<file path="src/rtl/timer_pkg.sv">
// rtl/timer_pkg.sv - shared state encoding and default widths for the timer controller
package timer_pkg;

  localparam int TIMER_W  = 16;
  localparam int TIMER_PW = 8;

  typedef enum logic [1:0] {
    IDLE = 2'd0,
    RUN  = 2'd1,
    DONE = 2'd2
  } timer_state_e;

endpackage

</file>
<file path="src/rtl/timer_prescaler.sv">
// rtl/timer_prescaler.sv - PW-bit prescaler, one-cycle step strobe every prescale+1 enabled cycles
module timer_prescaler
  import timer_pkg::*;
#(
  parameter int PW = TIMER_PW
) (
  input  logic          clk,
  input  logic          reset,
  input  logic          clear,
  input  logic          en,
  input  logic [PW-1:0] prescale,
  output logic          step
);

  logic [PW-1:0] cnt;

  // Strobe is decoded from the count register so it lines up with the count wrapping to zero.
  assign step = en && (cnt == prescale);

  always_ff @(posedge clk) begin
    if (reset) begin
      cnt <= '0;
    end else if (clear) begin
      cnt <= '0;
    end else if (en) begin
      cnt <= step ? '0 : cnt + 1'b1;
    end
  end

endmodule

</file>
<file path="src/rtl/timer_ctrl.sv">
// rtl/timer_ctrl.sv - timer controller: config handshake, IDLE/RUN/DONE FSM, counter, tick and sticky irq; optional TIMER_CAPTURE_EN
module timer_ctrl
  import timer_pkg::*;
#(
  parameter int W  = TIMER_W,
  parameter int PW = TIMER_PW
) (
  input  logic          clk,
  input  logic          reset,
`ifdef TIMER_CAPTURE_EN
  input  logic          capture,
  output logic [W-1:0]  cap_q,
`endif
  input  logic          cfg_valid,
  output logic          cfg_ready,
  input  logic [W-1:0]  cfg_limit,
  input  logic [PW-1:0] cfg_prescale,
  input  logic          cfg_periodic,
  input  logic          start,
  input  logic          stop,
  output logic [W-1:0]  q,
  output logic          busy,
  output logic          tick,
  output logic          irq,
  input  logic          irq_clr
);

  timer_state_e  state, state_d;
  logic [W-1:0]  limit_r;
  logic [PW-1:0] prescale_r;
  logic          periodic_r;
  logic [W-1:0]  q_d;
  logic          cfg_accept;
  logic          pre_clear;
  logic          pre_en;
  logic          step;
  logic          hit;

  assign cfg_ready  = (state != RUN);
  assign busy       = (state == RUN);
  assign cfg_accept = cfg_valid && cfg_ready;

  timer_prescaler #(.PW(PW)) u_prescaler (
    .clk      (clk),
    .reset    (reset),
    .clear    (pre_clear),
    .en       (pre_en),
    .prescale (prescale_r),
    .step     (step)
  );

  always_comb begin
    state_d   = state;
    q_d       = q;
    pre_clear = 1'b0;
    pre_en    = 1'b0;
    hit       = 1'b0;
    case (state)
      IDLE, DONE: begin
        if (start) begin
          state_d   = RUN;
          q_d       = '0;
          pre_clear = 1'b1;
        end
      end
      RUN: begin
        // Abort takes priority over any step falling in the same cycle, so no tick escapes.
        if (stop) begin
          state_d = IDLE;
        end else begin
          pre_en = 1'b1;
          if (step) begin
            if (q == limit_r) begin
              hit = 1'b1;
              if (periodic_r) begin
                q_d = '0;
              end else begin
                state_d = DONE;
              end
            end else begin
              q_d = q + 1'b1;
            end
          end
        end
      end
      default: begin
        state_d = IDLE;
      end
    endcase
  end

  always_ff @(posedge clk) begin
    if (reset) begin
      state      <= IDLE;
      q          <= '0;
      limit_r    <= '0;
      prescale_r <= '0;
      periodic_r <= 1'b0;
      tick       <= 1'b0;
      irq        <= 1'b0;
    end else begin
      state <= state_d;
      q     <= q_d;
      tick  <= hit;
      if (cfg_accept) begin
        limit_r    <= cfg_limit;
        prescale_r <= cfg_prescale;
        periodic_r <= cfg_periodic;
      end
      if (hit) begin
        irq <= 1'b1;
      end else if (irq_clr) begin
        irq <= 1'b0;
      end
    end
  end

`ifdef TIMER_CAPTURE_EN
  always_ff @(posedge clk) begin
    if (reset) begin
      cap_q <= '0;
    end else if (capture) begin
      cap_q <= q;
    end
  end
`endif

endmodule

</file>
<file path="config.mk">
export PLATFORM = sky130hd
export DESIGN_NAME = timer_ctrl
export DESIGN_NICKNAME = d
export VERILOG_FILES = /design/src/rtl/timer_pkg.sv /design/src/rtl/timer_prescaler.sv /design/src/rtl/timer_ctrl.sv
export SDC_FILE = /design/constraint.sdc
export NUM_CORES = 1
export LEC_CHECK = 0
export BUFFER_PORTS_ARGS = -buffer_cell sky130_fd_sc_hd__buf_2
export CORE_AREA = 4 4 82 84
export CTS_BUF_LIST = sky130_fd_sc_hd__clkbuf_8 sky130_fd_sc_hd__clkbuf_16
export DETAILED_ROUTE_END_ITERATION = 6
export DIE_AREA = 0 0 86 88
export HOLD_SLACK_MARGIN = 0.03
export PLACE_DENSITY = 0.65
export SLEW_MARGIN = 0
export SYNTH_ARGS = -nofsm -noshare
export SYNTH_HDL_FRONTEND = slang
export SYNTH_HIERARCHICAL = 1
export SYNTH_SLANG_ARGS = --single-unit
</file>
<file path="constraint.sdc">
create_clock -name clk -period 2.84 [get_ports clk]
set_input_delay 0.142 -clock clk [delete_from_list [all_inputs] [get_ports clk]]
set_output_delay 0.142 -clock clk [all_outputs]
set_load 0.02 [all_outputs]
</file>
-- Word-level counts from Yosys, hierarchy flattened
Index checks and enable logic that the tools add are counted.
- add/subtract/negate cells: 2
- multiply operators: 0
- div/mod/pow operators: 0
- order comparisons: 0
- equality and inequality tests: 12
- shift operators: 0
- mux-type cells: 23
- bitwise logic cells: 0
- reductions and logical operators: 9
- operators by type and width (cell ; count):
    16-bit two-way mux ; 5
    16-bit one-hot mux with 2 select lines ; 1
    16-bit by 1-bit adder with 16-bit output (second input constant) ; 1
    16-bit equality test ; 1
    1-bit two-way mux ; 10
    2-bit two-way mux ; 5
    8-bit by 1-bit adder with 8-bit output (second input constant) ; 1
    8-bit equality test ; 1
    8-bit two-way mux ; 1
    3-bit by 2-bit inequality test with 1-bit output (second input constant) ; 2
    3-bit inequality test (second input constant) ; 2
    5-bit AND reduction ; 1
    2-bit by 1-bit inequality test with 1-bit output (second input constant) ; 2
    2-bit inequality test (second input constant) ; 2
    2-bit one-hot mux with 2 select lines ; 1
    4-bit AND reduction ; 1
    2-bit nonzero test ; 2
    2-bit OR reduction ; 2
    2-bit by 1-bit equality test with 1-bit output (second input constant) ; 1
    2-bit equality test (second input constant) ; 1
    1-bit logical AND ; 2
    2-bit zero test ; 1
- register bits: 53
- bits in latches: 0
- bits in writable memories: 0
- bits in read-only memories: 0
- input port bits: 31
- output and inout port bits: 20
- word-level logic and storage cells: 54
- memories kept: 0

-- Longest topological paths before layout
Gate-level depths: netlist of run 1.
- depth after elaboration: 7
- depth in mapped cells: 11
- mapped depth without buffers: 10

-- Modules after synthesis
The synthesis of run 1 kept the hierarchy.
- by module, submodules not included (module ; times used ; cells each ; area each (µm²) ; seq. area each (µm²)):
    timer_ctrl ; 1 ; 268 ; 2162.1 ; 900.9
    timer_prescaler ; 1 ; 50 ; 454.2 ; 160.2

-- Worst setup path after synthesis of run 1
Ideal clock, no wire load.
- path type: register -> register
- start point: reg state[0]
- end point: reg q[10]
- setup time: 0.084 ns
- data arrival time: 2.677 ns
- data required time: 2.756 ns
- path slack: 0.080 ns
- cell stages (with the launch flop): 11
- buffers on the path: 1
- clock period less this slack: 2.760 ns
- path through: dfxtp_1 > nor2b_1 > inv_2 > nor2_1 > buf_2 > nand2_1 > nor3_1 > nand4bb_1 > nor2_1 > nand2_1 > o221ai_1
- longest elaborated chain between the ends: 5
- elaborated cells between the ends (all ways): 13
- classes of those cells: eq/ne (6); mux (2); reduce/logical (5)
- RTL lines (what ; line ; text):
    start: declaration ; timer_ctrl.sv:28 ; timer_state_e state, state_d;
    start signal: assignment ; timer_ctrl.sv:102 ; state <= state_d;
    2-bit by 1-bit equality test with 1-bit output ; -- ;
    net busy ; timer_ctrl.sv:22 ; output logic busy,
    1-bit two-way mux ; timer_ctrl.sv:58 ; case (state)
    net pre_en ; timer_ctrl.sv:35 ; logic pre_en;
    1-bit logical AND ; timer_prescaler.sv:18 ; assign step = en && (cnt == prescale);
    net step ; timer_ctrl.sv:36 ; logic step;
    2-bit by 1-bit inequality test with 1-bit output (no line) ; -- ;
    5-bit AND reduction (no line) ; -- ;
    end signal: assignment ; timer_ctrl.sv:103 ; q <= q_d;
    end: declaration ; timer_ctrl.sv:21 ; output logic [W-1:0] q,
The timed path passes the listed nets, and every way through them passes these cells.
A chain may end at the register's enable or synchronous reset.

-- Final worst setup path of run 1
- start point: reg state[0]
- end point: reg q[6]
- longest elaborated chain between the ends: 5
- elaborated cells between the ends (all ways): 13
- classes of those cells: eq/ne (6); mux (2); reduce/logical (5)
- RTL lines (what ; line):
    2-bit by 1-bit equality test with 1-bit output ; timer_ctrl.sv:58
    1-bit two-way mux ; timer_ctrl.sv:58
    net pre_en ; timer_ctrl.sv:35
    1-bit logical AND ; timer_prescaler.sv:18
    net step ; timer_ctrl.sv:36
    2-bit by 1-bit inequality test with 1-bit output (no line) ; --
    5-bit AND reduction (no line) ; --
The timed path passes the listed nets, and every way through them passes these cells.

==> results of run 1 <==
-- stage by stage --
stage / instances / util
finish: 438 / 0.512
global placement: 430 / 0.493
CTS: 438 / 0.512
floorplan: 318 / -
detailed placement: 430 / 0.493
global route: 438 / 0.512
-- cell type report --
cell class / count / area, sq um / area share
clock buffer: 5 / 68.8 / 0.0227
clock inverter: 3 / 42.5 / 0.0140
inverter: 15 / 56.3 / 0.0186
multi-input combinational: 233 / 1430 / 0.471
sequential: 53 / 1060 / 0.350
tap: 75 / 93.8 / 0.0310
timing repair buffer: 54 / 280 / 0.0925
-- sequential cells by signal (all words and copies together) (netlist names) --
| register | flops |
|---|---|
| irq | 1 |
| limit_r | 16 |
| periodic_r | 1 |
| prescale_r | 8 |
| q | 16 |
| state | 2 |
| tick | 1 |
| u_prescaler/cnt | 8 |
-- layer usage --
metal  track usage  share of wire
met1         0.233           0.49
met2         0.273           0.45
met3        0.0292          0.049
met4        0.0705          0.018
met5             0              0
-- logic make-up after synthesis --
| family | count (synthesis) | share of synthesized area |
|---|---|---|
| flops | 53 | 0.406 |
| xor+xnor | 31 | 0.104 |
| mux | 3 | 0.0120 |
| fa+ha+maj | 2 | 0.00956 |
| buf+inv | 32 | 0.0488 |
| compound gates | 55 | 0.145 |
| simple gates | 142 | 0.275 |
-- where the power goes --
| part | leakage (nW) | total, mW | internal, mW | switching [mW] |
|---|---|---|---|---|
| Sequential | 0.431 | 0.783 | 0.766 | 0.0174 |
| Clock | 0.0595 | 0.519 | 0.261 | 0.257 |
| Combinational | 0.739 | 0.166 | 0.0624 | 0.103 |
-- worst max-delay path by stage --
stage | from | to | slack [ns] | cells past startpoint
floorplan | state[0] | q[10] | 0.08 | 10
global placement | state[0] | q[10] | 0.46 | 8
detailed placement | state[0] | q[6] | 0.37 | 8
CTS | state[0] | q[6] | 0.35 | 8
global route | state[0] | q[9] | 0.03 | 10
finish | state[0] | q[6] | 0.29 | 8
-- synth_stat cells (all sizes together), types with 5 or more instances --
library cell / n / share of area
a21oi: 28 / 0.054
buf: 6 / 0.011
clkbuf: 11 / 0.016
dfxtp: 53 / 0.41
inv: 15 / 0.022
nand2: 65 / 0.094
nand2b: 11 / 0.026
nand3: 7 / 0.015
nand4: 17 / 0.043
nor2: 18 / 0.026
nor4: 5 / 0.012
o221ai: 12 / 0.040
or3: 6 / 0.014
xnor2: 11 / 0.037
xor2: 20 / 0.067
-- worst max-delay path, cell delays in order, from the launching register on --
cell and delay [ns]:
dfxtp_1 0.37, nor2b_1 0.24, inv_2 0.11, nor2_1 0.13
nand2_1 0.13, nor3_1 0.39, o22a_1 0.31, o22a_1 0.53
o221ai_1 0.20
==> impl_metrics.yaml, run 1 <==
route:
  wl_per_cell_um: 14.4
  ant_nets: 0
  via_per_inst: 5.34
  drc: 0
  first_iter_violations: 196
  wirelength_mm: 6.29
  via_count: 2340
  first_pass_iters: 5
worst_hold_path:
  min_to: "limit_r[9]"
  min_path_cells: 3
  hp-class: "primary input to register"
  hp-start: "cfg_limit[9]"
placement:
  hpwl_mm: 4.54
  gp_congestion: 0.794
  dp_slack_ns: 0.375
  postPlaceCellArea_sq_um: 2920
  numPortBuffers: 50
clock_network:
  clk_path_buf_depth: 2
  cts.clk_slew.worst_paths_ns: 0.10
  cts_sinks: 53
  cts_tree: "yes"
  postCtsSetupRepairBufs: 0
  root_buffer: "clkbuf_8"
  cts.repair.resized: 0
  cts_hold_buf: 0
  insertion_delay_ns: 0.31
  cts_buffers: 5
  h-tree-depth: 2
setup_path:
  r2r_slack_ns: 0.29
  worstSetupStartpointType: "register"
  worstReg2RegStart: "state[0]"
  r2r_end: "q[6]"
  critPathRequiredTime_ns: 3.02
  crit_path_max_fanout: 14
  cp.arrival_ns: 2.73
  path_class: "register to register"
  critical_path.endpoint_type: "register"
  worstRegToRegCells: 8
power:
  powerDensity_nw_per_um2: 484
  p_leak_nw: 1.23
  vdd_drop_max_uv: 190
  finalPower_mw: 1.47
grt:
  antenna_found_initial: 0
  grt_pass1_vias: 2206
  grt_pass1_wl_mm: 10.4
  overflow: 0
  grt_max_degree: 37
  track_usage: 0.172
floorplanning:
  die_w_um: 86
  num_io_pins: 51
  coreArea_sq_um: 5920
  dieHeight_um: 88
  rows: 28
  dieArea_sq_um: 7570
  initial_core_util: 0.442
logic_synthesis:
  ys_warn_count: 6
  synthCells: 318
  yosysSeqAreaShare: 0.406
  synth_edf_count: 0
  synthArstFlopShare: 0
  syn_area_sq_um: 2620
  ys_ff_latch: 53
  synth_nets: 351
  synth_cell_type_count: 43
  syn-mean-instance-area_sq_um: 8.23
  synthFlopType: "dfxtp_1"
sta:
  slew_headroom: 0.386
  setup_viol: 0
  rsz0062_at_grt: "false"
  setup_slack_ns: 0.289
  hold_violations: 0
  tns_ns: 0
  period_minus_slack_ns: 2.55
  finalCritPeriodShare: 0.898
  fmax_mhz: 392
  timing.final.max_slew_violations: 0
  tightest_slew_ns: 0.921
  fin_hold_ws_ns: 0.0576
  fin_worst_skew_ns: 0.00506
run:
  max-cap-violations: 0
layout:
  drive_gt1_frac: 0.193
  layout_commonest_cell: "nand2_1"
  nets: 395
  finalInstanceArea_sq_um: 3030
  n_antenna_cell: 0
  final_cell_mix: "nand2_1, dfxtp_1, buf_2"
  fill_cells: 620
  syn_to_final_growth_pct: 15.8
outcome:
  status: "complete, no violations"
Power figures use the tool's default switching activity.
==> run 2: changes to the inputs <==
==> constraint.sdc (replaced) <==
create_clock -name clk -period 2.84 [get_ports clk]
set_input_delay 0.426 -clock clk [delete_from_list [all_inputs] [get_ports clk]]
set_output_delay 0.426 -clock clk [all_outputs]
set_load 0.02 [all_outputs]
==> run 2 against run 1 <==
Clock power down 11%; clock skew down 0.0018 ns; combinational power about the same; highest routed layer unchanged; global-route usage about the same; critical endpoint unchanged; sequential share of layout area about the same; via count down 1.2%; register-to-register slack better by 0.05 ns; first-iteration DRC count down 49%; utilization about the same; fmax up 2.1%; die area unchanged.
==> impl_metrics.yaml, run 2 (synthesized netlist as in run 1, its figures left out) <==
outcome:
  status: "complete, no violations"
route:
  ant_nets: 0
  first_pass_iters: 4
  first_iter_violations: 100
  via_count: 2312
  wl_per_cell_um: 14.3
  drc: 0
  via_per_inst: 5.27
  wirelength_mm: 6.27
placement:
  numPortBuffers: 50
  hpwl_mm: 4.57
  gp_congestion: 0.790
worst_hold_path:
  hp-class: "primary input to register"
  min_path_cells: 3
sta:
  period_minus_slack_ns: 2.50
  fmax_mhz: 400
  timing.final.max_slew_violations: 0
  fin_worst_skew_ns: 0.00328
  hold_violations: 0
  finalCritPeriodShare: 0.879
  tns_ns: 0
  setup_viol: 0
  tightest_slew_ns: 0.947
  slew_headroom: 0.369
  rsz0062_at_grt: "false"
setup_path:
  worstSetupStartpointType: "register"
  crit_buf_inv: 1
  r2r_slack_ns: 0.34
  path_depth: 8
  slowest_delay_ns: 0.50
  worst_path_max_delay_cell: "o22a_1"
  critPathRequiredTime_ns: 3.01
  worstRegToRegCells: 8
  crit_top_cell: "o22a_1"
  cp.arrival_ns: 2.67
  critical_path.endpoint_type: "register"
  path_cells: "nor2b_1 > inv_2 > nor2_1 > nand2_1 > nor3_1 > o22a_1 > o22a_1 > o221ai_1"
  path_delay_family: "compound AO/OA/AOI/OAI gates"
  crit_path_max_fanout: 14
  path_class: "register to register"
clock_network:
  cts.clk_slew.worst_paths_ns: 0.09
  cts_buffers: 5
  cts_hold_buf: 0
  insertion_delay_ns: 0.30
  postCtsSetupRepairBufs: 0
  root_buffer: "clkbuf_8"
  clk_path_buf_depth: 2
  cts_tree: "yes"
  cts.repair.resized: 0
  h-tree-depth: 2
  cts_sinks: 53
layout:
  final_cell_mix: "nand2_1, dfxtp_1, buf_2"
  fill_cells: 594
  final_util: 0.511
  top_regs: "limit_r: 16 flops, q: 16 flops"
  layout_commonest_cell: "nand2_1"
  syn_to_final_growth_pct: 15.7
  nets: 396
  drive_gt1_frac: 0.198
  n_antenna_cell: 0
grt:
  overflow: 0
  grtUsageMet1: 0.238
  grt_max_degree: 30
  grt_pass1_wl_mm: 10.3
  gr-max-usage-layer: "met2"
  grt_pass1_vias: 2133
  use_met3: 0.0376
  antenna_found_initial: 0
  grtUsageMet2: 0.270
  track_usage: 0.173
floorplanning:
  rows: 28
  coreArea_sq_um: 5920
  die_w_um: 86
  num_io_pins: 51
  dieArea_sq_um: 7570
  dieHeight_um: 88
  initial_core_util: 0.442
power:
  vdd_drop_max_uv: 218
  p_leak_nw: 1.23
  powerDensity_nw_per_um2: 466
run:
  max-cap-violations: 0
## run 2: changes by cell type in the layout (fill, tap and decap cells not counted)
cell | before | now
bufinv_16 | 1 | 0
clkinv_2 | 0 | 1
buf_4 | 4 | 5
inv_1 | 15 | 14
clkbuf_8 | 5 | 7
clkinv_4 | 1 | 0
## run 2: cell type report
type	count	area (sq um)	area share
clock buffer	7	96.3	0.0318
multi-input combinational	233	1430	0.471
timing repair buffer	55	288	0.0950
clock inverter	1	5.00	0.00165
tap	75	93.8	0.0310
inverter	15	56.3	0.0186
sequential	53	1060	0.350
## run 2: worst min-delay path, stage by stage
cell,delay [ns]
buf_2,0.09
nand2_1,0.04
a21oi_1,0.05
## run 2: through the flow
stage                     area, sq um  cells  hold slack, ns  power [mW]  setup WS (ns)
final                            3030    439           0.350        1.41          0.343
after global routing             3030    439           0.345        1.48         0.0333
after CTS                        3030    439           0.341        1.43          0.341
after detailed placement         2930    431           0.458       0.969          0.360
after global placement           2930    431           0.457       0.966          0.464
after floorplan                  2620    318           0.445       0.912         0.0795
## run 2: routing by layer
layer  share of wire  wire length, um  vias to the layer above
met4           0.010               64                        0
li1                -                -                     1193
met3           0.043              269                        4
met1            0.50             3130                     1068
met2            0.45             2800                       47
met5               0                0                        -
## run 2: power by group
part           total [mW]  switching (mW)  internal, mW
Sequential          0.783          0.0172         0.766
Combinational       0.168           0.105        0.0632
Clock               0.461           0.240         0.221
## run 2: final timing paths
path                      from          to
hold reg to reg     limit_r[1]  limit_r[1]
setup reg to reg      state[0]        q[6]
setup / recovery      state[0]        q[6]
hold / removal    cfg_limit[7]  limit_r[7]
==> run 3: changes to the inputs <==
REMOVE_ABC_BUFFERS = 1   (was not set)
==> run 3 against run 2 <==
Sequential share of layout area down 0.37 points; clock-buffer cell count down 2; register-to-register slack about the same; combinational power fell by 2%; largest cell class unchanged; via count decreased by 0.26%; critical path depth is the same; fmax grew 0.34%; cell count unchanged; setup slack improved by 0.0085 ns; global-route usage decreased by 0.085 points.
==> impl_metrics.yaml, run 3 (synthesized netlist as in run 1, its figures left out) <==
clock_network:
  cts.repair.resized: 0
  cts_hold_buf: 0
  h-tree-depth: 2
  clk_path_buf_depth: 2
  root_buffer: "clkbuf_8"
  insertion_delay_ns: 0.30
  cts_sinks: 53
  postCtsSetupRepairBufs: 0
  cts.clk_slew.worst_paths_ns: 0.10
  cts_tree: "yes"
  cts_buffers: 5
layout:
  finalInstanceArea_sq_um: 3060
  top_regs: "limit_r: 16 flops, q: 16 flops"
  final_util: 0.517
  drive_gt1_frac: 0.198
  final_cell_mix: "nand2_1, dfxtp_1, buf_2"
  layout_commonest_cell: "nand2_1"
  n_antenna_cell: 0
  nets: 396
  syn_to_final_growth_pct: 17.0
  fill_cells: 599
placement:
  hpwl_mm: 4.45
  gp_congestion: 0.852
  postPlaceCellArea_sq_um: 2930
  numPortBuffers: 50
sta:
  period_minus_slack_ns: 2.49
  fmax_mhz: 402
  fin_hold_ws_ns: 0.345
  tightest_slew_ns: 0.864
  slew_headroom: 0.422
  fin_worst_skew_ns: 0.00655
  finalCritPeriodShare: 0.876
  timing.final.max_slew_violations: 0
  hold_violations: 0
  setup_viol: 0
  rsz0062_at_grt: "false"
outcome:
  status: "complete, no violations"
floorplanning:
  dieHeight_um: 88
  rows: 28
  die_w_um: 86
  initial_core_util: 0.442
  num_io_pins: 51
  dieArea_sq_um: 7570
  coreArea_sq_um: 5920
setup_path:
  worst_path_max_delay_cell: "o22a_1"
  cp.arrival_ns: 2.66
  crit_top_cell: "o22a_1"
  worstRegToRegCells: 8
  crit_buf_inv: 1
  path_delay_family: "compound AO/OA/AOI/OAI gates"
  critPathRequiredTime_ns: 3.01
  path_cells: "nor2b_1 > inv_2 > nor2_1 > nand2_1 > nor3_1 > o22a_1 > o22a_1 > o221ai_1"
  worstSetupStartpointType: "register"
  path_class: "register to register"
  critical_path.endpoint_type: "register"
  path_depth: 8
  slowest_delay_ns: 0.48
  crit_path_max_fanout: 14
worst_hold_path:
  hp-class: "primary input to register"
  min_path_cells: 3
power:
  finalPower_mw: 1.55
  vdd_drop_max_uv: 321
  powerDensity_nw_per_um2: 506
  p_leak_nw: 1.24
route:
  wirelength_mm: 6.19
  via_count: 2306
  first_iter_violations: 159
  via_per_inst: 5.25
  ant_nets: 0
  wl_per_cell_um: 14.1
  first_pass_iters: 4
  drc: 0
grt:
  grt_pass1_wl_mm: 10.4
  overflow: 0
  grt_pass1_vias: 2179
  track_usage: 0.172
  antenna_found_initial: 0
  grt_max_degree: 28
run:
  max-cap-violations: 0
run 3: cell count changes in the layout (fill, tap and decap cells not counted):
cell       previous run  this run
bufinv_16             0         2
clkbuf_8              7         5
run 3: stage by stage:
stage          cells  setup TNS (ns)  setup slack, ns
3_3_place_gp     431               0            0.479
4_1_cts          439               0            0.359
3_5_place_dp     431               0            0.387
2_1_floorplan    301          -0.932          -0.0980
5_1_grt          439               0           0.0748
6_report         439               0            0.351
run 3: final timing paths:
path	startpoint	end	slack, ns
worst max-delay path	state[0]	q[12]	0.35
worst min-delay path	cfg_prescale[0]	prescale_r[0]	0.34
worst max register to register	state[0]	q[12]	0.35
worst min register to register	limit_r[5]	limit_r[5]	0.47
run 3: routing by layer:
metal  track usage  up-vias  wire, um
li1              -     1193         -
met5             0        -         0
met2         0.275       57      2850
met3        0.0339        4       310
met1         0.237     1052      2980
met4        0.0446        0        42
run 3: where the power goes:
part           leakage, nW  internal (mW)  switching, mW  total (mW)
clock network       0.0681          0.350          0.250       0.601
logic                0.744         0.0632          0.101       0.164
registers            0.431          0.766         0.0169       0.783
run 3: worst min-delay path: stages:
cell,delay [ns]
buf_2,0.09
nand2_1,0.04
a21oi_1,0.05
run 3: area by class of cell:
cell class | instances | area, sq um | share of cell area
Inverter | 15 | 56.3 | 0.0184
Clock buffer | 5 | 68.8 | 0.0225
Sequential cell | 53 | 1060 | 0.347
Clock inverter | 3 | 65.1 | 0.0213
Multi-Input combinational cell | 233 | 1430 | 0.466
Tap cell | 75 | 93.8 | 0.0307
Timing Repair Buffer | 55 | 288 | 0.0940
